===== config.mk =====
export PLATFORM = sky130hd
export DESIGN_NAME = matching_cost_ctrl
export DESIGN_NICKNAME = d
export VERILOG_FILES = /design/src/rtl/matching_cost_ctrl.sv
export SDC_FILE = /design/constraint.sdc
export NUM_CORES = 1
export LEC_CHECK = 0
export ABC_AREA = 1
export CORE_MARGIN = 1.5
export CORE_UTILIZATION = 65
export CTS_CLUSTER_SIZE = 28
export DETAILED_ROUTE_END_ITERATION = 16
export DONT_BUFFER_PORTS = 1
export PLACE_DENSITY = 0.81
export SYNTH_ARGS = -nofsm -noshare
export SYNTH_HDL_FRONTEND = slang
export SYNTH_SLANG_ARGS = --single-unit

===== constraint.sdc =====
create_clock -name clk -period 14.3 [get_ports clk]
set_input_delay 0.715 -clock clk [delete_from_list [all_inputs] [get_ports clk]]
set_output_delay 0.715 -clock clk [all_outputs]
set_load 0.005 [all_outputs]

===== src/rtl/matching_cost_ctrl.sv =====
`default_nettype none
// ============================================================================
// Module   : matching_cost_ctrl
// Purpose  : Sequencer for the census matching-cost datapath. Accepts the
//            pre-synchronized left/right census stream over valid/ready,
//            drives the datapath enable/SOF/EOL/data inputs, and carries a
//            tag shift register that matches the datapath's fixed latency.
//            Every cost vector leaving the datapath is tagged with valid,
//            EOL, column and valid-disparity count. Each line is followed
//            by PIPE_LAT bubble beats so the line's last pixels drain out.
//            Downstream backpressure stalls the whole pipeline.
//
// Ports    : clk, rst                  clock, synchronous active-high reset
//            in_valid/in_ready         input handshake
//            in_sof/in_eol             frame start / line end markers
//            in_left/in_right          census words
//            cost_en                   datapath advance
//            cost_sof/cost_eol         markers to datapath
//            cost_left/cost_right      data to datapath (zero when not sent)
//            out_valid/out_ready       output handshake (head of tag pipe)
//            out_eol/out_col/out_ndisp output pixel tags
//            frame_done                one-cycle pulse after last line flush
//            err                       sticky protocol error
//
// Options  : MATCHING_COST_CTRL_STATS_EN adds stat_stall_cnt (32b) and
//            stat_line_cnt (COLW). Both clear on rst and accepted in_sof.
//
// Revision : 1.0 - initial release
// ============================================================================
module matching_cost_ctrl #(
    parameter int MAXDISPARITY = 64,
    parameter int INPUTDATAWID = 63,
    parameter int PIPE_LAT     = 8,
    parameter int IMG_W        = 640,
    parameter int IMG_H        = 480,
    parameter int COLW         = 10,
    parameter int DISPW        = 7
) (
    input  logic                    clk,
    input  logic                    rst,
    input  logic                    in_valid,
    output logic                    in_ready,
    input  logic                    in_sof,
    input  logic                    in_eol,
    input  logic [INPUTDATAWID-1:0] in_left,
    input  logic [INPUTDATAWID-1:0] in_right,
    output logic                    cost_en,
    output logic                    cost_sof,
    output logic                    cost_eol,
    output logic [INPUTDATAWID-1:0] cost_left,
    output logic [INPUTDATAWID-1:0] cost_right,
    output logic                    out_valid,
    input  logic                    out_ready,
    output logic                    out_eol,
    output logic [COLW-1:0]         out_col,
    output logic [DISPW-1:0]        out_ndisp,
    output logic                    frame_done,
    output logic                    err
`ifdef MATCHING_COST_CTRL_STATS_EN
    ,
    output logic [31:0]             stat_stall_cnt,
    output logic [COLW-1:0]         stat_line_cnt
`endif
);

    // ------------------------------------------------------------------------
    // Constants
    // ------------------------------------------------------------------------
    localparam int                  c_flush_w    = $clog2(PIPE_LAT + 1);
    localparam logic [c_flush_w-1:0] c_flush_init = c_flush_w'(PIPE_LAT);
    localparam logic [c_flush_w-1:0] c_flush_one  = c_flush_w'(1);
    localparam logic [COLW-1:0]     c_last_col   = COLW'(IMG_W - 1);
    localparam logic [COLW-1:0]     c_last_row   = COLW'(IMG_H - 1);
    localparam logic [COLW-1:0]     c_dmax       = COLW'(MAXDISPARITY - 1);

    localparam logic [1:0] c_s_idle  = 2'd0;
    localparam logic [1:0] c_s_run   = 2'd1;
    localparam logic [1:0] c_s_flush = 2'd2;

    typedef struct packed {
        logic             valid;
        logic             eol;
        logic [COLW-1:0]  col;
        logic [DISPW-1:0] ndisp;
    } tag_t;

    // ------------------------------------------------------------------------
    // Registers and wires
    // ------------------------------------------------------------------------
    logic [1:0]           r_state;
    logic [1:0]           w_state_nx;
    logic [COLW-1:0]      r_col;
    logic [COLW-1:0]      r_row;
    logic [c_flush_w-1:0] r_flush_cnt;
    logic                 r_last_line;
    logic                 r_frame_done;
    logic                 r_err;
    tag_t                 r_tag [PIPE_LAT];

    logic                 w_adv;
    logic                 w_send;
    logic                 w_bubble;
    logic                 w_err_set;
    logic                 w_line_end;
    logic                 w_flush_last;
    logic [COLW-1:0]      w_beat_col;
    logic [COLW-1:0]      w_beat_row;
    logic [COLW-1:0]      w_ndisp_col;
    tag_t                 w_tag_in;

    // Head of the tag pipe lines up with the datapath output.
    assign out_valid  = r_tag[PIPE_LAT-1].valid;
    assign out_eol    = r_tag[PIPE_LAT-1].eol;
    assign out_col    = r_tag[PIPE_LAT-1].col;
    assign out_ndisp  = r_tag[PIPE_LAT-1].ndisp;
    assign frame_done = r_frame_done;
    assign err        = r_err;

    // A held output pixel freezes everything, including the datapath.
    assign w_adv = !(out_valid && !out_ready);

    // ------------------------------------------------------------------------
    // Next-state and handshake decode
    // ------------------------------------------------------------------------
    always_comb begin
        w_state_nx = r_state;
        in_ready   = 1'b0;
        w_send     = 1'b0;
        w_bubble   = 1'b0;
        w_err_set  = 1'b0;
        w_beat_col = r_col;
        w_beat_row = r_row;

        if (!rst) begin
            case (r_state)
                c_s_idle: begin
                    // Anything before a frame start is consumed and ignored.
                    in_ready = 1'b1;
                    if (in_valid && in_sof) begin
                        w_send     = 1'b1;
                        w_beat_col = '0;
                        w_beat_row = '0;
                        w_state_nx = c_s_run;
                    end
                end

                c_s_run: begin
                    in_ready = w_adv;
                    if (in_valid && w_adv) begin
                        if (in_sof) begin
                            // Unexpected frame start: restart coordinates,
                            // no flush of the partial line.
                            w_send     = 1'b1;
                            w_err_set  = 1'b1;
                            w_beat_col = '0;
                            w_beat_row = '0;
                        end else if ((r_col == c_last_col) && !in_eol) begin
                            // Over-long line: consume the beat but keep it
                            // out of the datapath.
                            w_err_set = 1'b1;
                        end else begin
                            w_send = 1'b1;
                        end
                    end
                end

                c_s_flush: begin
                    if (w_adv) begin
                        w_bubble = 1'b1;
                        if (r_flush_cnt == c_flush_one) begin
                            w_state_nx = r_last_line ? c_s_idle : c_s_run;
                        end
                    end
                end

                default: begin
                    w_state_nx = c_s_idle;
                end
            endcase

            // A line end always flushes; a short line is flagged but still
            // ends normally.
            if (w_send && in_eol) begin
                w_state_nx = c_s_flush;
                if (w_beat_col != c_last_col) begin
                    w_err_set = 1'b1;
                end
            end
        end
    end

    assign w_line_end   = w_send && in_eol;
    assign w_flush_last = w_bubble && (r_flush_cnt == c_flush_one);

    // ------------------------------------------------------------------------
    // Datapath drive (data is zeroed whenever no real beat is sent)
    // ------------------------------------------------------------------------
    assign cost_en    = w_send | w_bubble;
    assign cost_sof   = w_send & in_sof;
    assign cost_eol   = w_send & in_eol;
    assign cost_left  = w_send ? in_left  : '0;
    assign cost_right = w_send ? in_right : '0;

    // Only disparities that stay inside the line are valid at low columns.
    assign w_ndisp_col = (w_beat_col < c_dmax) ? w_beat_col : c_dmax;

    always_comb begin
        w_tag_in = '0;
        if (w_send) begin
            w_tag_in.valid = 1'b1;
            w_tag_in.eol   = in_eol;
            w_tag_in.col   = w_beat_col;
            w_tag_in.ndisp = DISPW'(w_ndisp_col) + DISPW'(1);
        end
    end

    // ------------------------------------------------------------------------
    // State register
    // ------------------------------------------------------------------------
    always_ff @(posedge clk) begin
        if (rst) begin
            r_state <= c_s_idle;
        end else begin
            r_state <= w_state_nx;
        end
    end

    // ------------------------------------------------------------------------
    // Position, flush and status registers
    // ------------------------------------------------------------------------
    always_ff @(posedge clk) begin
        if (rst) begin
            r_col        <= '0;
            r_row        <= '0;
            r_flush_cnt  <= '0;
            r_last_line  <= 1'b0;
            r_frame_done <= 1'b0;
            r_err        <= 1'b0;
        end else begin
            r_frame_done <= w_flush_last && r_last_line;
            if (w_err_set) begin
                r_err <= 1'b1;
            end
            if (w_send) begin
                if (in_eol) begin
                    r_col       <= '0;
                    r_row       <= w_beat_row + COLW'(1);
                    r_last_line <= (w_beat_row == c_last_row);
                    r_flush_cnt <= c_flush_init;
                end else begin
                    r_col <= w_beat_col + COLW'(1);
                    r_row <= w_beat_row;
                end
            end else if (w_bubble) begin
                r_flush_cnt <= r_flush_cnt - c_flush_one;
            end
        end
    end

    // ------------------------------------------------------------------------
    // Tag pipe: advances in lockstep with the datapath enable
    // ------------------------------------------------------------------------
    always_ff @(posedge clk) begin
        if (rst) begin
            for (int i = 0; i < PIPE_LAT; i++) begin
                r_tag[i] <= '0;
            end
        end else if (cost_en) begin
            for (int i = PIPE_LAT - 1; i > 0; i--) begin
                r_tag[i] <= r_tag[i-1];
            end
            r_tag[0] <= w_tag_in;
        end
    end

`ifdef MATCHING_COST_CTRL_STATS_EN
    // ------------------------------------------------------------------------
    // Statistics
    // ------------------------------------------------------------------------
    logic [31:0]     r_stat_stall;
    logic [COLW-1:0] r_stat_line;

    assign stat_stall_cnt = r_stat_stall;
    assign stat_line_cnt  = r_stat_line;

    always_ff @(posedge clk) begin
        if (rst || (w_send && in_sof)) begin
            r_stat_stall <= '0;
            r_stat_line  <= '0;
        end else begin
            if (!w_adv) begin
                r_stat_stall <= r_stat_stall + 32'd1;
            end
            if (w_flush_last) begin
                r_stat_line <= r_stat_line + COLW'(1);
            end
        end
    end
`endif

    // Line-end flag is only needed by the decode above.
    logic w_unused;
    assign w_unused = w_line_end;

endmodule
`default_nettype wire


==> impl_metrics.ini <==
[placed_design]
io_buffer_count = 0
hpwlAfterDp_mm = 12.9
place.gp.congestion = 0.902
post-place-cells = 1173

[cells_and_area]
nNetsFinal = 1153
area_delta_synth_final_pct = 6.11
stdcell_count = 1214
drive_above_1_share_pct = 4.37

[clock_network]
ctsHoldBuffers = 0
cts-resized-gates = 0
cts_root_buffer = clkbuf_16
cts.sinks = 181
htreeDepth = 4
cts_buffers = 17
clk_pin_slew_ns = 0.07
cts_setup_buffers = 0
cts_tree = yes
clk_path_buf_depth = 2
clk_latency_ns = 0.43

[setup_path]
path_cells = nand2_1 > nor2_1 > nand2_1 > nor2_1 > nand3_1 > nand2_1 > nand2_2 > nand2_4 > inv_2 > nor2_4 > buf_4 > nand2_4 > buf_4 > buf_4
critPathMaxStageDelay_ns = 0.55
cp.required_ns = 14.40
critPathArrivalTime_ns = 4.61
cp-start-kind = flop
critPathCaptureType = flop
crit_path_max_fanout = 78
cp_num_buf_inv = 4
path_delay_family = simple AND/OR/NAND/NOR gates
slowest_stage = nand2_4
worstSetupPathType = reg2reg

[synth]
synthTopCellsByCount = 304 x inv_1, 299 x nor2_1, 152 x edfxtp_1
async_reset_ff_share_pct = 0
synthCells = 1046
yosysUniqueCellTypes = 25
syn_area_per_cell_um2 = 8.38
yosys.area.top_type = edfxtp_1
synthFlopType = edfxtp_1
netlist_top_cells_area = edfxtp_1 52%, inv_1 13%, nor2_1 13%
synth_area_um2 = 8770
yosysMostFrequentCell = inv_1
synth.top_cell.area_share_pct = 52.1
ys_seq_area_share_pct = 58.7
ys_ff_latch = 181
syn_nets = 1183
synth_edf_count = 152
yosysWarnings = 0

[global_route]
grt_pass1_vias = 5340
grt.total_usage_pct = 26.0
grt_max_degree = 79
grt_pass1_wl_mm = 27.3
grt_antenna_before_repair = 9
grt-ovfl-total = 0

[timing]
grt_setup_unrepaired = no
fin_crit_ns = 4.51
setup_viol = 0
drv_slew = 0
finalCritPeriodShare_pct = 31.5
worst_slew_pin_slew_ns = 0.720
setup_tns_ns = 0
fmax_ghz = 0.222
fin_skew_ns = 0.0129
hold_viol_final = 0
relSlewSlack_pct = 52.0

[route]
routed_wirelength_mm = 18.3
vias = 6129
drt-initial-drc-count = 563
vias_per_cell = 5.05
route.detailed.drc = 0
routedWlPerCell_um = 15.0
firstDrtPassIters = 5
antenna_left = 0

[die]
die_y_um = 119
dieArea_um2 = 14200
std_cell_rows = 42
core_area_um2 = 13200
io_pins = 283
start_util_pct = 66.5
dieWidth_um = 119

[min_path]
min_path_type = in2reg

[run]
cap_viol_max_count = 0

[power]
p_leak_nw = 4.44
power_density_nw_per_um2 = 127
ir_worst_vdd_uv = 88.5

[status]
status = complete, no violations
==> stage by stage <==
step	hold WS [ns]	utilization (%)	cell area (um^2)	total power [mW]	worst slack, ns
after global placement	0.480	66.0	8710	0.734	9.71
after global routing	0.327	70.5	9300	1.22	9.37
after CTS	0.334	70.4	9280	1.18	9.79
final	0.344	70.5	9300	1.18	9.79
after floorplan	0.434	-	8770	0.730	8.85
after detailed placement	0.486	66.0	8710	0.739	9.67
==> registers in the layout, indices dropped and copies added (netlist names) <==
signal       flops
frame_done       1
r_flush_cnt      4
r_tag          152
r_last_line      1
r_state          2
r_col           10
err              1
r_row           10
==> final timing paths <==
kind	from	to	slack, ns	cells after the start
setup reg to reg	r_col[3]	r_tag[0][69]	9.79	14
setup / recovery	r_col[3]	r_tag[0][69]	9.79	14
hold / removal	rst	r_state[1]	0.34	1
hold reg to reg	r_flush_cnt[1]	r_flush_cnt[1]	0.50	2
==> area by class of cell <==
type / instances / area [um^2]
flip-flops and latches: 181 / 5140
fillers: 928 / 3890
multi-input cells: 505 / 2160
inverters: 306 / 1150
clock buffers: 17 / 425
well taps: 176 / 220
clock inverters: 15 / 146
repair buffers: 5 / 37.5
diodes: 9 / 22.5
==> kinds of logic after synthesis <==
kind of cell	synth area share (%)
buffers and inverters	16.9
flip-flops	58.7
AND/OR/NAND/NOR	20.3
XOR/XNOR	0.599
AO/OA/AOI/OAI	2.84
adder cells (fa/ha/maj)	0.713
==> per-layer routing <==
layer	track usage, %	up-vias	part of all wire, %
li1	-	3039	-
met1	30.5	2795	39
met2	41.2	261	50
met3	7.38	34	6.8
met4	18.5	0	4.2
met5	0	-	0
==> where the power goes <==
part	switching, mW	internal, mW
Combinational	0.0721	0.0224
Sequential	0.0150	0.620
Clock	0.204	0.244
Total	0.291	0.886
==> cell usage in the layout (no fill, tap or decap) <==
master | Yosys | final
nor3_1 | 8 | 8
inv_6 | 0 | 3
inv_8 | 0 | 3
clkbuf_16 | 0 | 17
edfxtp_1 | 152 | 152
clkinv_2 | 0 | 2
nor2_1 | 299 | 299
inv_2 | 1 | 1
dfxtp_1 | 29 | 29
nand2_2 | 2 | 1
or2_2 | 2 | 2
o211ai_1 | 3 | 3
ha_1 | 5 | 5
clkinv_4 | 0 | 1
nand2_4 | 0 | 2
inv_1 | 304 | 304
nand4_1 | 10 | 10
xor2_1 | 6 | 6
nand2_1 | 86 | 85
nand3b_1 | 1 | 1
clkinv_1 | 1 | 1
nand3_1 | 36 | 36
buf_4 | 22 | 5
a21oi_1 | 23 | 23
nand3_2 | 1 | 1
nor2_4 | 1 | 1
o21ai_0 | 21 | 21
o22ai_1 | 1 | 1
bufinv_16 | 0 | 1
diode_2 | 0 | 9
clkinvlp_4 | 0 | 5
Power figures use the tool's default switching activity.
